**src/rtl/vga_pkg.sv**
```systemverilog
// ---------------------------------------------------------------------------
// vga_pkg
//   Shared VGA definitions for the square drawing pipeline: screen geometry,
//   the pixel record carried between stages, and the 3-bit colour palette.
// ---------------------------------------------------------------------------
package vga_pkg;

   localparam int unsigned SCREEN_W = 160;
   localparam int unsigned SCREEN_H = 120;

   typedef struct packed {
      logic [8:0] x;
      logic [7:0] y;
      logic [2:0] colour;
   } pixel_t;

   localparam logic [2:0] BLACK   = 3'd0;
   localparam logic [2:0] BLUE    = 3'd1;
   localparam logic [2:0] GREEN   = 3'd2;
   localparam logic [2:0] CYAN    = 3'd3;
   localparam logic [2:0] RED     = 3'd4;
   localparam logic [2:0] MAGENTA = 3'd5;
   localparam logic [2:0] YELLOW  = 3'd6;
   localparam logic [2:0] WHITE   = 3'd7;

endpackage

```
**src/rtl/plot_fifo.sv**
```systemverilog
// ---------------------------------------------------------------------------
// plot_fifo
//   Small synchronous FIFO of pixel records between the translate stage and
//   the shared VGA port. Pointers carry one extra wrap bit so full and empty
//   are distinguished without a separate counter.
// Ports:
//   clk, rst_n   clock, asynchronous active-low reset (pointers only)
//   push, wdata  write strobe and pixel; ignored when full unless popping
//   pop          read strobe; advances the head (ignored when empty)
//   rdata        current head pixel (valid while !empty)
//   empty, full  occupancy flags
// ---------------------------------------------------------------------------
module plot_fifo
   import vga_pkg::*;
#(
   parameter int unsigned DEPTH = 8
) (
   input  logic   clk,
   input  logic   rst_n,
   input  logic   push,
   input  pixel_t wdata,
   input  logic   pop,
   output pixel_t rdata,
   output logic   empty,
   output logic   full
);

   localparam int unsigned AW = $clog2(DEPTH);

   logic [AW:0] wr_ptr;
   logic [AW:0] rd_ptr;
   pixel_t      mem [DEPTH];

   logic do_push;
   logic do_pop;

   // A full FIFO still accepts a write when the head leaves in the same
   // cycle: the freed slot is exactly the one the write pointer targets.
   assign do_push = push && (!full || pop);
   assign do_pop  = pop && !empty;

   assign empty = (wr_ptr == rd_ptr);
   assign full  = (wr_ptr[AW] != rd_ptr[AW]) &&
                  (wr_ptr[AW-1:0] == rd_ptr[AW-1:0]);

   // NOTE: sequential state uses non-blocking assignments so every register
   // samples pre-edge values regardless of process ordering.
   always_ff @(posedge clk or negedge rst_n) begin
      if (!rst_n) begin
         wr_ptr <= '0;
         rd_ptr <= '0;
      end else begin
         if (do_push) wr_ptr <= wr_ptr + 1'b1;
         if (do_pop)  rd_ptr <= rd_ptr + 1'b1;
      end
   end

   // NOTE: the storage array has no reset; the pointers alone define which
   // entries are meaningful, and an unreset array maps onto plain RAM.
   always_ff @(posedge clk) begin
      if (do_push) mem[wr_ptr[AW-1:0]] <= wdata;
   end

   assign rdata = mem[rd_ptr[AW-1:0]];

endmodule

```
**src/rtl/square_plot_placer.sv**
```systemverilog
// ---------------------------------------------------------------------------
// square_plot_placer
//   Sits between the square filler and the shared VGA adapter. Each local
//   pixel (origin 0,0) is offset by a latched screen origin, clipped to the
//   visible screen and queued; the queue drains to the adapter only on the
//   cycles the arbiter grants the port, so the filler never stalls.
// Ports:
//   clk, rst_n                    clock, asynchronous active-low reset
//   origin_x/origin_y/load_origin square top-left, latched when load_origin
//   in_x/in_y/in_colour/in_plot   local pixel stream from the filler
//   in_done                       filler finished (level)
//   gnt / req                     arbiter grant / FIFO non-empty request
//   vga_x/vga_y/vga_colour/vga_plot  registered pixel to the adapter
//   done                          every pixel of the square delivered
//   clip_count / overflow         saturating clip count, sticky drop flag
//   clear_status                  synchronous clear of the two status fields
// ---------------------------------------------------------------------------
module square_plot_placer #(
   parameter int unsigned DEPTH    = 8,
   parameter int unsigned SCREEN_W = vga_pkg::SCREEN_W,
   parameter int unsigned SCREEN_H = vga_pkg::SCREEN_H
) (
   input  logic       clk,
   input  logic       rst_n,
   input  logic [8:0] origin_x,
   input  logic [7:0] origin_y,
   input  logic       load_origin,
   input  logic [8:0] in_x,
   input  logic [7:0] in_y,
   input  logic [2:0] in_colour,
   input  logic       in_plot,
   input  logic       in_done,
   input  logic       gnt,
   output logic       req,
   output logic [8:0] vga_x,
   output logic [7:0] vga_y,
   output logic [2:0] vga_colour,
   output logic       vga_plot,
   output logic       done,
   output logic [7:0] clip_count,
   output logic       overflow,
   input  logic       clear_status
);

   logic [8:0]       org_x;
   logic [7:0]       org_y;
   logic [9:0]       sx;
   logic [8:0]       sy;
   logic             on_screen;
   logic             s1_valid;
   vga_pkg::pixel_t  s1_pixel;
   vga_pkg::pixel_t  head;
   logic             fifo_empty;
   logic             fifo_full;
   logic             pop;

   // Widened sums: a large origin plus a large offset must clip, not wrap
   // back onto the visible screen.
   assign sx        = {1'b0, org_x} + {1'b0, in_x};
   assign sy        = {1'b0, org_y} + {1'b0, in_y};
   assign on_screen = (sx < 10'(SCREEN_W)) && (sy < 9'(SCREEN_H));

   assign req = !fifo_empty;
   assign pop = req && gnt;

   // Gated by rst_n so done reads 0 throughout reset even with in_done high.
   assign done = rst_n && in_done && !s1_valid && fifo_empty && !vga_plot;

   // The translate stage reads org_x/org_y before this edge updates them,
   // so a pixel arriving with load_origin still uses the previous origin.
   always_ff @(posedge clk or negedge rst_n) begin
      if (!rst_n) begin
         org_x    <= '0;
         org_y    <= '0;
         s1_valid <= 1'b0;
         s1_pixel <= '0;
      end else begin
         if (load_origin) begin
            org_x <= origin_x;
            org_y <= origin_y;
         end
         s1_valid <= in_plot && on_screen;
         if (in_plot && on_screen) begin
            s1_pixel <= '{x: sx[8:0], y: sy[7:0], colour: in_colour};
         end
      end
   end

   plot_fifo #(
      .DEPTH (DEPTH)
   ) u_fifo (
      .clk   (clk),
      .rst_n (rst_n),
      .push  (s1_valid),
      .wdata (s1_pixel),
      .pop   (pop),
      .rdata (head),
      .empty (fifo_empty),
      .full  (fifo_full)
   );

   always_ff @(posedge clk or negedge rst_n) begin
      if (!rst_n) begin
         vga_x      <= '0;
         vga_y      <= '0;
         vga_colour <= '0;
         vga_plot   <= 1'b0;
      end else begin
         vga_plot <= pop;
         if (pop) begin
            vga_x      <= head.x;
            vga_y      <= head.y;
            vga_colour <= head.colour;
         end
      end
   end

   // Clear has priority over a same-cycle increment or drop.
   always_ff @(posedge clk or negedge rst_n) begin
      if (!rst_n) begin
         clip_count <= '0;
         overflow   <= 1'b0;
      end else if (clear_status) begin
         clip_count <= '0;
         overflow   <= 1'b0;
      end else begin
         if (in_plot && !on_screen && (clip_count != 8'hFF)) begin
            clip_count <= clip_count + 8'd1;
         end
         if (s1_valid && fifo_full && !pop) begin
            overflow <= 1'b1;
         end
      end
   end

endmodule

```
**config.mk**
```make
export PLATFORM = sky130hd
export DESIGN_NAME = square_plot_placer
export DESIGN_NICKNAME = d
export VERILOG_FILES = /design/src/rtl/vga_pkg.sv /design/src/rtl/plot_fifo.sv /design/src/rtl/square_plot_placer.sv
export SDC_FILE = /design/constraint.sdc
export NUM_CORES = 1
export LEC_CHECK = 0
export CORE_UTILIZATION = 30
export CTS_CLUSTER_SIZE = 28
export DETAILED_ROUTE_END_ITERATION = 6
export RECOVER_POWER = 50
export SETUP_SLACK_MARGIN = 0.4
export SLEW_MARGIN = 25
export SYNTH_ARGS = -nofsm -noshare
export SYNTH_HDL_FRONTEND = slang
export SYNTH_SLANG_ARGS = --single-unit
```
**constraint.sdc**
```tcl
create_clock -name clk -period 8.31 [get_ports clk]
set_input_delay 1.662 -clock clk [delete_from_list [all_inputs] [get_ports clk]]
set_output_delay 1.662 -clock clk [all_outputs]
set_load 0.02 [all_outputs]
```
==> Word-level counts from Yosys, hierarchy flattened <==
Memories as Yosys holds them, arrays and structs flattened. A register that Yosys moved wholly into a read port is not among the register bits.
Cells that the tools add are included.
Widths: inputs -> output; s select.
{ "word_totals": {"memories": 1, "ff_bits": 56, "word_cells": 53, "ramBits": 160} }
{ "classes": {"n_eq_ne": 4, "n_reduce_logical": 24, "mux": 6, "n_addsub": 5, "magnitude_cmp": 2} }
{ "mem_list": {"columns": ["name", "words", "word_bits", "rd", "rd_ports_with_merged_regs", "write_ports", "line", "rtl"], "rows": [
  ["u_fifo.mem", 8, 20, 1, 1, 1, "plot_fifo.sv:32", "pixel_t mem [DEPTH];"]
]} }
{ "ops": {"columns": ["operator", "n"], "rows": [
  ["$mux 8", 2],
  ["$logic_and 1x1->1", 14],
  ["$add 9x9->10", 1],
  ["$lt 10x8->1 const B", 1],
  ["$add 8x8->9", 1],
  ["$lt 9x7->1 const B", 1],
  ["$add 4x1->4 const B", 2],
  ["$add 8x1->8 const B", 1],
  ["$ne 8x8->1 const B", 1],
  ["$logic_not 1->1", 7],
  ["$eq 4x4->1", 1],
  ["$mux 1", 4],
  ["$reduce_bool 2->1", 2],
  ["$eq 3x3->1", 1],
  ["$logic_or 1x1->1", 1],
  ["$ne 1x1->1", 1]
]} }

==> Logic depth before layout (Yosys ltp) <==
Gate-level depths: netlist (run 1).
{ "logic_depth": {"ltp_word": 8, "ltp_mapped": 12, "depth_no_buf": 11} }

==> Cells and area by module <==
A second synthesis (run 1) with hierarchy kept.
{ "hier_totals": {"hier_cells": 575, "hier_area_um2": 10152.2} }
{ "by_module_without_submodules": {"columns": ["module", "cells_each", "instances", "seq_area_each_um2", "area_per_inst_um2"], "rows": [
  ["plot_fifo", 290, 1, 5004.8, 6708.9],
  ["square_plot_placer", 285, 1, 1701.6, 3443.3]
]} }

==> Least setup slack after synthesis (run 1) <==
OpenSTA, ideal clock, no wires.
{ "synth_timing": {"kind": "input -> output", "start": "in rst_n", "end": "out done", "path_stages": 2, "t_arrival_ns": 2.325, "path_slack_ns": 4.323, "n_path_buf": 0, "cell_sequence": "nand2_1 -> nor4_1"} }
{ "synth_between": {"elab_chain_cells": 4} }
{ "synth_rtl": {"columns": ["item", "line", "rtl"], "rows": [
  ["start: declaration", "square_plot_placer.sv:24", "input logic rst_n,"],
  ["$logic_and 1x1->1 (4 in a row)", "square_plot_placer.sv:67", "assign done = rst_n && in_done && !s1_valid && fifo_empty && !vga_plot;"],
  ["end: declaration", "square_plot_placer.sv:39", "output logic done,"]
]} }
No other way between the ends.

==> Worst setup path after layout (run 1) <==
Same ends and word-level chain as after synthesis.

==> impl_metrics.json, run 1 <==
{
  "seq_area_frac_synth_pct": 68.3,
  "num_vias": 5225,
  "worst_pin_slew_ns": 3.25,
  "rrSetupSlack_ns": 4.87,
  "critPathSlowestCell": "clkbuf_1",
  "design.die.area_um2": 33500,
  "pin_count": 76,
  "setup_viol": 0,
  "grt_use_met2_pct": 17.6,
  "r2r_cells": 7,
  "first_iter_violations": 414,
  "r2r-end": "u_fifo.rd_ptr[3]",
  "drtPass1Iterations": 6,
  "max_stage_delay_ns": 0.89,
  "final_cell_mix": "160 x edfxtp_1, 74 x dfrtp_1, 72 x clkdlybuf4s50_1",
  "whs_endpoint": "vga_y[1]",
  "hold_path.class": "flip-flop to flip-flop",
  "core_area_um2": 31900,
  "cts_buffers": 25,
  "critPathKind": "primary input to output port",
  "worstHoldStart": "vga_y[1]",
  "synth_compound_area_share_pct": 4.01,
  "min_period_ns": 5.18,
  "final_common_cell": "edfxtp_1",
  "final-hold-violation-count": 0,
  "worst_ep_required_time_ns": 6.65,
  "diodes": 0,
  "grtUsageTotal_pct": 11.8,
  "layout.nets": 747,
  "fp.dieH_um": 183,
  "grt_max_degree": 55,
  "syn_area_um2": 9820,
  "p_leak_nw": 4.32,
  "synth_top_family_by_area": "multiplexers",
  "use_met3_pct": 2.12,
  "area_growth_pct": 21.2,
  "synth_xor_area_share_pct": 1.87,
  "clock_latency_ns": 0.52,
  "drcViolationCount": 0,
  "cts_setup_buffers": 0,
  "tritoncts": "done",
  "tns_ns": 0,
  "ys_ff_latch": 236,
  "violations": "max-capacitance violations, max-slew violations",
  "avgSynthCellArea_um2": 16.6,
  "gp_congestion": 0.768,
  "synthAdderAreaFrac_pct": 2.96,
  "synth_warnings": 0,
  "startpoint_type": "primary input",
  "grt_overflow": 0,
  "die-width_um": 183,
  "cts_resized": 0,
  "synthMuxAreaShare_pct": 15.6,
  "clockRootBuffer": "clkbuf_16",
  "synthArstFlopShare_pct": 32.2,
  "cts_hold_buffers": 0,
  "rows": 65,
  "finalCritPeriodShare_pct": 62.4,
  "synthSimpleGateAreaFrac_pct": 5.56,
  "rsz0062_at_grt": "no",
  "dp_hpwl_um": 11600,
  "vias_per_cell": 4.61,
  "busiest_layer": "met1",
  "ys_types": 47,
  "htreeDepth": 1,
  "cts_buffer_depth": 3,
  "grt_pass1_vias": 5174,
  "fmax_mhz": 193,
  "clk_pin_slew_ns": 0.06,
  "worstPathMaxFanout": 24,
  "path_cells": "clkbuf_1 > nand2_1 > nor4_1 > clkdlybuf4s50_1",
  "io_buffers": 75,
  "wl_per_cell_um": 17.1,
  "start_util_pct": 30.8,
  "endpoint_kind": "output port",
  "slew_headroom_pct": -117,
  "status": "finished, violations left",
  "wl_um": 19300,
  "grt_pass1_wl_um": 30600,
  "maxCapViolations": 2,
  "grtUsageMet1_pct": 18.0,
  "peakVddDrop_mv": 0.150,
  "antenna_found_initial": 0,
  "worstPathArrival_ns": 3.52,
  "hold-worst-slack_ns": 0.473,
  "synthCells": 593,
  "ant_nets": 0,
  "syn-num-nets": 659,
  "synth-edff-count": 160,
  "cts_sinks": 236,
  "slew_viol_final": 99,
  "holdPathStages": 2,
  "drive_gt1_share_pct": 18.7,
  "p_per_area_nw_per_um2": 304,
  "fin_worst_skew_ns": 0.0183,
  "synth_ff_type": "edfxtp_1",
  "r2r_start": "u_fifo.rd_ptr[2]"
}
stage by stage:
step / util [%] / instances / cell area (um2) / setup WS [ns] / power (W)
2_1_floorplan: - / 593 / 9820 / 4.32 / 0.00224
3_3_place_gp: 34.8 / 1089 / 11100 / 2.96 / 0.00255
3_5_place_dp: 34.8 / 1089 / 11100 / 2.84 / 0.00257
4_1_cts: 37.4 / 1134 / 11900 / 3.40 / 0.00368
5_1_grt: 37.3 / 1134 / 11900 / 2.30 / 0.00381
6_report: 37.3 / 1134 / 11900 / 3.13 / 0.00362
state kept, by name, summed over array words and instances, names as in the netlist:
register and count:
overflow 1, org_x 9, org_y 8, u_fifo.wr_ptr 4
s1_valid 1, vga_x 9, vga_plot 1, u_fifo.rd_ptr 4
s1_pixel 20, vga_colour 3, vga_y 8, clip_count 8
u_fifo.mem 160
cell families after synthesis:
logic type / after synthesis
flops: 236
simple gates: 111
mux: 99
compound gates: 66
buf+inv: 38
fa+ha+maj: 22
xor+xnor: 21
cell usage after synthesis, types with 12 or more instances:
| master | instances | share of area [%] |
|---|---|---|
| xnor2_1 | 16 | 1.4 |
| o21ai_0 | 27 | 1.4 |
| nand2_1 | 43 | 1.6 |
| ha_1 | 20 | 2.5 |
| inv_1 | 12 | 0.46 |
| dfrtp_1 | 76 | 19 |
| mux2i_1 | 25 | 2.5 |
| mux2_2 | 34 | 3.9 |
| a21oi_1 | 14 | 0.71 |
| mux4_2 | 40 | 9.2 |
| nor2_1 | 19 | 0.73 |
| clkbuf_1 | 15 | 0.57 |
| edfxtp_1 | 160 | 49 |
worst max path at each step:
stage	from	end	slack (ns)	depth (start not counted)
6_report	rst_n	done	3.13	4
5_1_grt	rst_n	s1_pixel[15]	2.30	2
4_1_cts	in_x[0]	s1_pixel[14]	3.40	12
3_5_place_dp	in_x[0]	s1_pixel[14]	2.84	12
3_3_place_gp	in_x[0]	s1_pixel[1]	2.96	12
2_1_floorplan	rst_n	done	4.32	2
layer usage:
metal / wire (um) / vias to the layer above
met5: 0 / -
met4: 282 / 0
met3: 1220 / 25
met2: 8500 / 157
met1: 9340 / 2600
li1: - / 2443
worst max-delay path: cells and delay by family:
family                 cells  cell delay, ns
buffers and inverters      2            1.53
AND/OR/NAND/NOR            2            0.31
power by group:
part	switching (W)	internal (W)
sequential	0.000187	0.00148
clock	0.000450	0.000651
combinational	0.000412	0.000442
final cells by class:
cell class                 instances  area [um2]
fill                            3042       20000
clock inverter                    12         119
timing repair buffer              87         827
tap                              435         544
clock buffer                      33         696
inverter                          12        45.0
multi-input combinational        319        2970
sequential                       236        6710
Power figures use the tool's default switching activity.
==> inputs of run 2 (changes only) <==
==> constraint.sdc (replaced) <==
create_clock -name clk -period 5.31 [get_ports clk]
set_input_delay 1.062 -clock clk [delete_from_list [all_inputs] [get_ports clk]]
set_output_delay 1.062 -clock clk [all_outputs]
set_load 0.02 [all_outputs]
==> impl_metrics.json, run 2 (same netlist as run 1, synthesis figures left out) <==
{
  "status": "finished, violations left",
  "violations": "max-capacitance violations, max-slew violations",
  "ant_nets": 0,
  "r2r_start": "org_x[0]",
  "setup_viol": 0,
  "final_common_cell": "edfxtp_1",
  "clock_latency_ns": 0.53,
  "grt_pass1_vias": 5290,
  "endpoint_kind": "flip-flop",
  "htreeDepth": 1,
  "fmax_mhz": 268,
  "pin_count": 76,
  "grt_overflow": 0,
  "utilization_pct": 37.2,
  "r2r-end": "s1_pixel[16]",
  "drtPass1Iterations": 4,
  "fin_area_um2": 11900,
  "critPathKind": "primary input to flip-flop",
  "start_util_pct": 30.8,
  "hold_path.class": "primary input to asynchronous set/reset pin",
  "fp.dieH_um": 183,
  "vias_per_cell": 4.56,
  "critPathSlowestCell": "clkdlybuf4s50_1",
  "hold-worst-slack_ns": 0.462,
  "drcViolationCount": 0,
  "wl_per_cell_um": 16.9,
  "drive_gt1_share_pct": 18.6,
  "die-width_um": 183,
  "first_iter_violations": 258,
  "slew_headroom_pct": -84.5,
  "tritoncts": "done",
  "diodes": 0,
  "finalCritPeriodShare_pct": 70.3,
  "gp_congestion": 0.757,
  "design.die.area_um2": 33500,
  "tns_ns": 0,
  "fill_cells": 3059,
  "r2r_cells": 12,
  "rrSetupSlack_ns": 2.26,
  "dpl-instance-area_um2": 11100,
  "rows": 65,
  "cts_hold_buffers": 0,
  "grt_max_degree": 48,
  "clk_pin_slew_ns": 0.06,
  "final-hold-violation-count": 0,
  "cts_setup_buffers": 0,
  "p_leak_nw": 4.32,
  "final_cell_mix": "160 x edfxtp_1, 75 x dfrtp_1, 71 x clkdlybuf4s50_1",
  "cts_buffer_depth": 3,
  "antenna_found_initial": 0,
  "worst-path-buf-inv": 3,
  "max_stage_delay_ns": 0.47,
  "cts_buffers": 24,
  "clockRootBuffer": "clkbuf_16",
  "cp-startpoint": "in_x[0]",
  "critPathCapture": "s1_pixel[16]",
  "rsz0062_at_grt": "no",
  "area_growth_pct": 20.9,
  "wl_um": 19200,
  "worst_pin_slew_ns": 2.77,
  "slew_viol_final": 48,
  "startpoint_type": "primary input",
  "core_area_um2": 31900,
  "cts_sinks": 236,
  "dp_hpwl_um": 11800,
  "crit_family": "compound AO/OA/AOI/OAI gates",
  "layout.nets": 748,
  "num_vias": 5166,
  "p_per_area_nw_per_um2": 470,
  "largest_register_ffs": 160,
  "path_cells": "clkdlybuf4s50_1 > ha_1 > inv_1 > fa_1 > nand2b_1 > a21oi_1 > mux2i_1 > o2111ai_1 > a311oi_1 > o211a_2 > nand2_1 > buf_4 > mux2_2",
  "min_period_ns": 3.73,
  "cp.depth": 13,
  "maxCapViolations": 1,
  "fin_worst_skew_ns": 0.0263,
  "worstPathArrival_ns": 4.12,
  "worst_ep_required_time_ns": 5.70,
  "grt_pass1_wl_um": 30200,
  "cts_resized": 0,
  "io_buffers": 75,
  "grtUsageTotal_pct": 11.7,
  "worstPathMaxFanout": 21,
  "peakVddDrop_mv": 0.259
}
-- run 2: worst min-delay path by stage --
stage | startpoint | depth (start not counted) | end | slack, ns
finish | rst_n | 1 | vga_y[7] | 0.46
global route | rst_n | 1 | vga_y[7] | 0.49
CTS | rst_n | 1 | vga_y[7] | 0.47
detailed placement | vga_y[5] | 2 | vga_y[5] | 0.47
global placement | vga_y[2] | 2 | vga_y[2] | 0.46
floorplan | u_fifo.wr_ptr[3] | 1 | u_fifo.wr_ptr[3] | 0.46
-- run 2: worst reg2reg max path: stages, from the launching register on --
cell	delay (ns)
dfrtp_1	0.35
ha_1	0.17
inv_1	0.06
fa_1	0.39
nand2b_1	0.18
a21oi_1	0.22
mux2i_1	0.21
o2111ai_1	0.13
a311oi_1	0.23
o211a_2	0.37
nand2_1	0.09
buf_4	0.24
mux2_2	0.30
-- run 2: power breakdown --
group / leakage [nW] / internal [W] / switching, W
sequential: 2.40 / 0.00232 / 0.000239
clock: 0.376 / 0.000942 / 0.000694
combinational: 1.54 / 0.000695 / 0.000687
-- run 2: cell type report --
type / instances / area, um2 / share of cell area (%)
Clock buffer: 28 / 626 / 5.27
Clock inverter: 15 / 138 / 1.16
Inverter: 12 / 45.0 / 0.379
Multi-Input combinational cell: 319 / 2960 / 24.9
Sequential cell: 236 / 6710 / 56.5
Tap cell: 435 / 544 / 4.59
Timing Repair Buffer: 89 / 850 / 7.16
-- run 2: metal layers --
metal	routed length, um	global-route usage [%]	vias up
met3	852	1.97	23
met1	9310	16.8	2574
met5	0	0	-
li1	-	-	2447
met4	377	2.57	0
met2	8660	18.6	122
-- run 2: stage by stage --
stage               worst slack (ns)  total power, W  cells
floorplan                       1.93         0.00350    593
global placement                1.10         0.00399   1091
detailed placement              1.06         0.00402   1091
CTS                             1.60         0.00567   1134
global route                    1.18         0.00587   1134
finish                          1.58         0.00558   1134
==> inputs of run 3 (changes only) <==
==> constraint.sdc (replaced) <==
create_clock -name clk -period 3.3 [get_ports clk]
set_input_delay 0.66 -clock clk [delete_from_list [all_inputs] [get_ports clk]]
set_output_delay 0.66 -clock clk [all_outputs]
set_load 0.02 [all_outputs]
==> impl_metrics.json, run 3 (same netlist as run 1, synthesis figures left out) <==
{
  "hold-worst-slack_ns": 0.475,
  "clk_pin_slew_ns": 0.06,
  "switching_power_w": 0.00268,
  "layout.nets": 806,
  "setup_viol": 0,
  "fin_area_um2": 12600,
  "core_area_um2": 31900,
  "grt_overflow": 0,
  "endpoint_kind": "flip-flop",
  "first_iter_violations": 414,
  "vias_per_cell": 4.53,
  "design.die.area_um2": 33500,
  "antenna_found_initial": 0,
  "wl_um": 19800,
  "grt_max_degree": 49,
  "largest_register_ffs": 160,
  "gp_congestion": 0.796,
  "p_per_area_nw_per_um2": 722,
  "clock_power_share_pct": 28.1,
  "worstPathMaxFanout": 5,
  "drtPass1Iterations": 4,
  "busiest_layer": "met2",
  "fin_worst_skew_ns": 0.0178,
  "wl_per_cell_um": 16.6,
  "critPathKind": "flip-flop to flip-flop",
  "drcViolationCount": 0,
  "cts_buffers": 24,
  "rsz0062_at_grt": "yes",
  "status": "finished, violations left",
  "grtUsageMet1_pct": 17.0,
  "cts_sinks": 236,
  "finalCritPeriodShare_pct": 87.9,
  "hold_path.class": "flip-flop to flip-flop",
  "cts_buffer_depth": 3,
  "seqPwrFrac_pct": 45.3,
  "cell_internal_pwr_w": 0.00642,
  "drive_gt1_share_pct": 29.6,
  "htreeDepth": 1,
  "dp_hpwl_um": 12400,
  "grt_use_met2_pct": 20.2,
  "rows": 65,
  "violations": "max-capacitance violations, max-slew violations",
  "io_buffers": 75,
  "final-hold-violation-count": 0,
  "grtUsageTotal_pct": 12.3,
  "tritoncts": "done",
  "start_util_pct": 30.8,
  "grt_pass1_vias": 5647,
  "slew_viol_final": 30,
  "p_leak_nw": 4.69,
  "area_growth_pct": 28.4,
  "combPwrFrac_pct": 26.7,
  "utilization_pct": 39.6,
  "clock_latency_ns": 0.52,
  "ant_nets": 0,
  "die-width_um": 183,
  "final_cell_mix": "160 x edfxtp_1, 75 x dfrtp_1, 66 x clkdlybuf4s50_1",
  "use_met3_pct": 1.91,
  "worst_pin_slew_ns": 1.60,
  "worstPathArrival_ns": 3.31,
  "startpoint_type": "flip-flop",
  "fmax_mhz": 345,
  "min_period_ns": 2.90,
  "sw_frac_of_total_pct": 29.4,
  "num_vias": 5405,
  "dpl-instance-area_um2": 11500,
  "grt_pass1_wl_um": 31800,
  "pin_count": 76,
  "worst_ep_required_time_ns": 3.71,
  "final_common_cell": "edfxtp_1",
  "peakVddDrop_mv": 0.362,
  "p_total_w": 0.00910,
  "fp.dieH_um": 183,
  "maxCapViolations": 1,
  "slew_headroom_pct": -6.69,
  "fill_cells": 2972,
  "diodes": 0,
  "clockRootBuffer": "clkbuf_16"
}
## run 3: cell count changes in the layout (fill, tap and decap cells not counted), sizes merged, moves of 5 or more
cell           before  now
dlygate4sd2         0    6
buf                14   69
clkdlybuf4s50      71   66
clkbuf             29   34
## run 3: power by group through the flow
stage | Sequential (W) | Clock [W] | Combinational, W
after floorplan | 0.00420 | 0 | 0.00145
after global routing | 0.00419 | 0.00276 | 0.00267
final | 0.00412 | 0.00255 | 0.00243
after CTS | 0.00412 | 0.00264 | 0.00245
after detailed placement | 0.00418 | 0 | 0.00238
after global placement | 0.00416 | 0 | 0.00236
## run 3: worst paths after layout
path / from / to / slack [ns] / cells after the start
worst max register to register: org_x[0] / s1_pixel[2] / 0.40 / 13
max in group asynchronous: rst_n / org_y[2] / 1.13 / 3
worst min register to register: vga_colour[2] / vga_colour[2] / 0.47 / 2
min in group asynchronous: rst_n / vga_y[1] / 0.69 / 2
worst min-delay path: vga_colour[2] / vga_colour[2] / 0.47 / 2
worst max-delay path: org_x[0] / s1_pixel[2] / 0.40 / 13
## run 3: routing by layer
layer	vias up	routed length, um
met5	-	0
met4	0	342
met3	28	921
met2	112	9320
met1	2695	9200
li1	2570	-
## run 3: critical path, stage by stage, from the launching register on
cell	delay, ns
dfrtp_1	0.36
ha_2	0.20
inv_2	0.04
fa_2	0.38
nand2b_4	0.16
a21oi_4	0.13
mux2i_1	0.22
o2111ai_1	0.14
a311oi_1	0.22
o211a_2	0.29
nand2_4	0.09
buf_12	0.15
clkbuf_16	0.16
mux2_2	0.26
## run 3: metrics by stage
stage | setup slack (ns) | setup TNS [ns] | cells
floorplan | 0.373 | 0 | 593
global placement | -0.258 | -5.65 | 1130
detailed placement | -0.289 | -6.12 | 1130
CTS | 0.380 | 0 | 1184
global route | 0.320 | 0 | 1193
finish | 0.399 | 0 | 1193
## run 3: timing repair
| item | in CTS | in global routing |
|---|---|---|
| gates resized for setup | 36 | 12 |
| setup endpoints to repair | 23 | 23 |
| endpoints found under the hold margin | 0 | 0 |
| hold buffers | 0 | 0 |
| pin swaps | 19 | 7 |
| cloned | 2 | 1 |
| setup buffers | 8 | 8 |
## run 3: area by class of cell
| cell class | count | area (um2) | area share, % |
|---|---|---|---|
| repair buffers | 147 | 1380 | 10.9 |
| flip-flops and latches | 236 | 6710 | 53.2 |
| clock inverters | 14 | 88.8 | 0.704 |
| multi-input cells | 319 | 3190 | 25.3 |
| clock buffers | 30 | 664 | 5.27 |
| well taps | 435 | 544 | 4.32 |
| inverters | 12 | 45.0 | 0.357 |
==> RTL edit: new RTL, flow settings as in run 1 <==
`DEPTH` is set to 8 in 2 places; all go to 16.
--- a/src/rtl/plot_fifo.sv
+++ b/src/rtl/plot_fifo.sv
@@ -13,7 +13,7 @@
 module plot_fifo
    import vga_pkg::*;
 #(
-   parameter int unsigned DEPTH = 8
+   parameter int unsigned DEPTH = 16
 ) (
    input  logic   clk,
    input  logic   rst_n,
--- a/src/rtl/square_plot_placer.sv
+++ b/src/rtl/square_plot_placer.sv
@@ -16,7 +16,7 @@
 //   clear_status                  synchronous clear of the two status fields
 // ---------------------------------------------------------------------------
 module square_plot_placer #(
-   parameter int unsigned DEPTH    = 8,
+   parameter int unsigned DEPTH    = 16,
    parameter int unsigned SCREEN_W = vga_pkg::SCREEN_W,
    parameter int unsigned SCREEN_H = vga_pkg::SCREEN_H
 ) (
Check against the original RTL: no difference found for any inputs over 4 cycles, from zero or initial values and one cycle with rst_n low; that may be too few to reach the edited logic, so the function may still have changed.
==> RTL edit against run 1 <==
- the run still ends with max-capacitance violations, max-slew violations left
- die area increased by 64%
- sequential power rose by 71%
- fmax increased by 6.9%
- synthesized area increased by 65%
- setup slack improved by 330 ps
- non-clock buffer count down 1
- sequential share of layout area grew 3.9 points
- via count up 52%
- wire length rose by 84%
- sequential cell count up 162
- final area increased by 61%
- total power increased by 68%
- global-route usage is 1.5 points higher
- largest cell class unchanged
- largest power group unchanged
==> RTL edit: results (changes against run 1) <==
Run status
  – Outcome: finished with violations
  – Failing checks: max-capacitance violations, max-slew violations

Placement
  – Post-DP HPWL: 20100 um (+74%)
  – # placed instances: 1547 (+42%)
  – Routability cong.: 0.760 (-1.1%)
  – DP Worst Slack: 3240 ps (+402 ps)

Finish
  – Fillers: 4891 (+61%)
  – Layout cell share with drive strength beyond 1: 27.6% (+8.8 points)
  – Max FFs per register: 320 (+100%)
  – Layout Cells excl Fill: 1624 (+43%)
  – Finished Core Util: 36.3% (-1.1 points)

Worst setup path
  – Data arrival, critical path: 3190 ps (-330 ps)
  – FF-to-FF End: u_fifo.rd_ptr[4]$_DFFE_PN0P_
  – CP max FO: 46 (+92%)
  – CP max stage cell: clkdlybuf4s50_1
  – R2r setup slk: 4590 ps (-280 ps)
  – CP max stage delay: 660 ps (-230 ps)
  – Worst Setup SP: rst_n
  – Top delay family on crit path: buffers and inverters

Route
  – Wire length on met3: 1830 um (+49%)
  – WL met1: 16600 um (+78%)
  – WL/cell: 22.0 um (+29%)
  – Metal2 WL: 16600 um (+96%)
  – Vias/cell: 4.90 (+6.4%)
  – Starting DRT DRC Count: 735 (+78%)
  – Drt first pass iters: 5 (-1)

Synth
  – Synth cell count leaders: 320 x edfxtp_1, 100 x mux4_2, 78 x dfrtp_1
  – Synth cell types: 62 (+32%)
  – Post-synth EDFFs: 320 (+100%)
  – Post-synthesis async set-or-reset flop share: 19.6% (-13 points)
  – Synth area leaders: edfxtp_1 59%, mux4_2 14%, dfrtp_1 12%
  – YS warnings: 0 (unchanged)
  – Primary FF master, synth: edfxtp_1
  – Post-Syn Nets: 880 (+34%)

CTS
  – Total CTS buffers: 42 (+68%)
  – H-tree Lvls: 2 (+1)

GRT
  – Antenna violations before repair: 1 (+1)
  – M1 GR Usage: 19.0% (+1.0 points)
  – GRT Overall Usage: 13.3% (+1.5 points)
  – Largest net degree at the start of global routing: 61 (+11%)
  – First-pass GRT wire length: 53700 um (+76%)
  – Global routing usage on met2: 21.1% (+3.5 points)
  – Routing usage on met3: 2.31% (+0.19 points)

STA
  – Max-slew violations: 62 (-37%)
  – Measured slew at the worst slew-check pin: 2100 ps (-1150 ps)
  – Post-route setup slack: 3460 ps (+334 ps)
  – Worst hold slack: 488 ps (+14.6 ps)

Power and ir drop
  – Sw Ratio: 28.4% (-0.48 points)
  – Power Clock: 0.00183 W (+66%)
  – Switching power: 0.00174 W (+66%)
  – Peak supply drop: 158 uV (+5.0%)
  – Reg power frac: 46.8% (+0.7 points)
  – Pleak: 6.38 nW (+48%)

Run
  – # Max-Cap Violations: 2 (unchanged)
[RTL edit: changes by cell type in the layout (fill, tap and decap cells not counted), sizes merged, moves of 24 or more]
cell	run 1	this run
edfxtp	160	320
clkbuf	36	61
mux2i	25	0
mux4	40	100
mux2	34	58
nand2	43	15
[RTL edit: cells by family (layout without fill, tap and decap cells)]
kind of cell	after synthesis	count (layout)	synth area share, %
compound gates	64	64	3.13
xor+xnor	19	19	1.03
fa+ha+maj	25	25	2.02
buf+inv	50	175	1.33
flops	398	398	71.3
mux	158	158	18.1
simple gates	97	97	3.12
[RTL edit: worst min-delay path by stage]
| stage | from | end | cells after the start |
|---|---|---|---|
| 2_1_floorplan | u_fifo.wr_ptr[4]$_DFFE_PN0P_ | u_fifo.wr_ptr[4]$_DFFE_PN0P_ | 1 |
| 3_3_place_gp | u_fifo.wr_ptr[4]$_DFFE_PN0P_ | u_fifo.wr_ptr[4]$_DFFE_PN0P_ | 1 |
| 3_5_place_dp | u_fifo.wr_ptr[4]$_DFFE_PN0P_ | u_fifo.wr_ptr[4]$_DFFE_PN0P_ | 1 |
| 4_1_cts | u_fifo.wr_ptr[4]$_DFFE_PN0P_ | u_fifo.wr_ptr[4]$_DFFE_PN0P_ | 1 |
| 5_1_grt | vga_x[1]$_DFFE_PN0P_ | vga_x[1]$_DFFE_PN0P_ | 1 |
| 6_report | u_fifo.wr_ptr[4]$_DFFE_PN0P_ | u_fifo.wr_ptr[4]$_DFFE_PN0P_ | 1 |
[RTL edit: final cells by class]
class / instances / area share, %
Clock inverter: 18 / 1.04
Multi-Input combinational cell: 363 / 23.7
Sequential cell: 398 / 60.2
Timing Repair Buffer: 86 / 4.29
Clock buffer: 59 / 6.01
Inverter: 12 / 0.241
Tap cell: 688 / 4.48
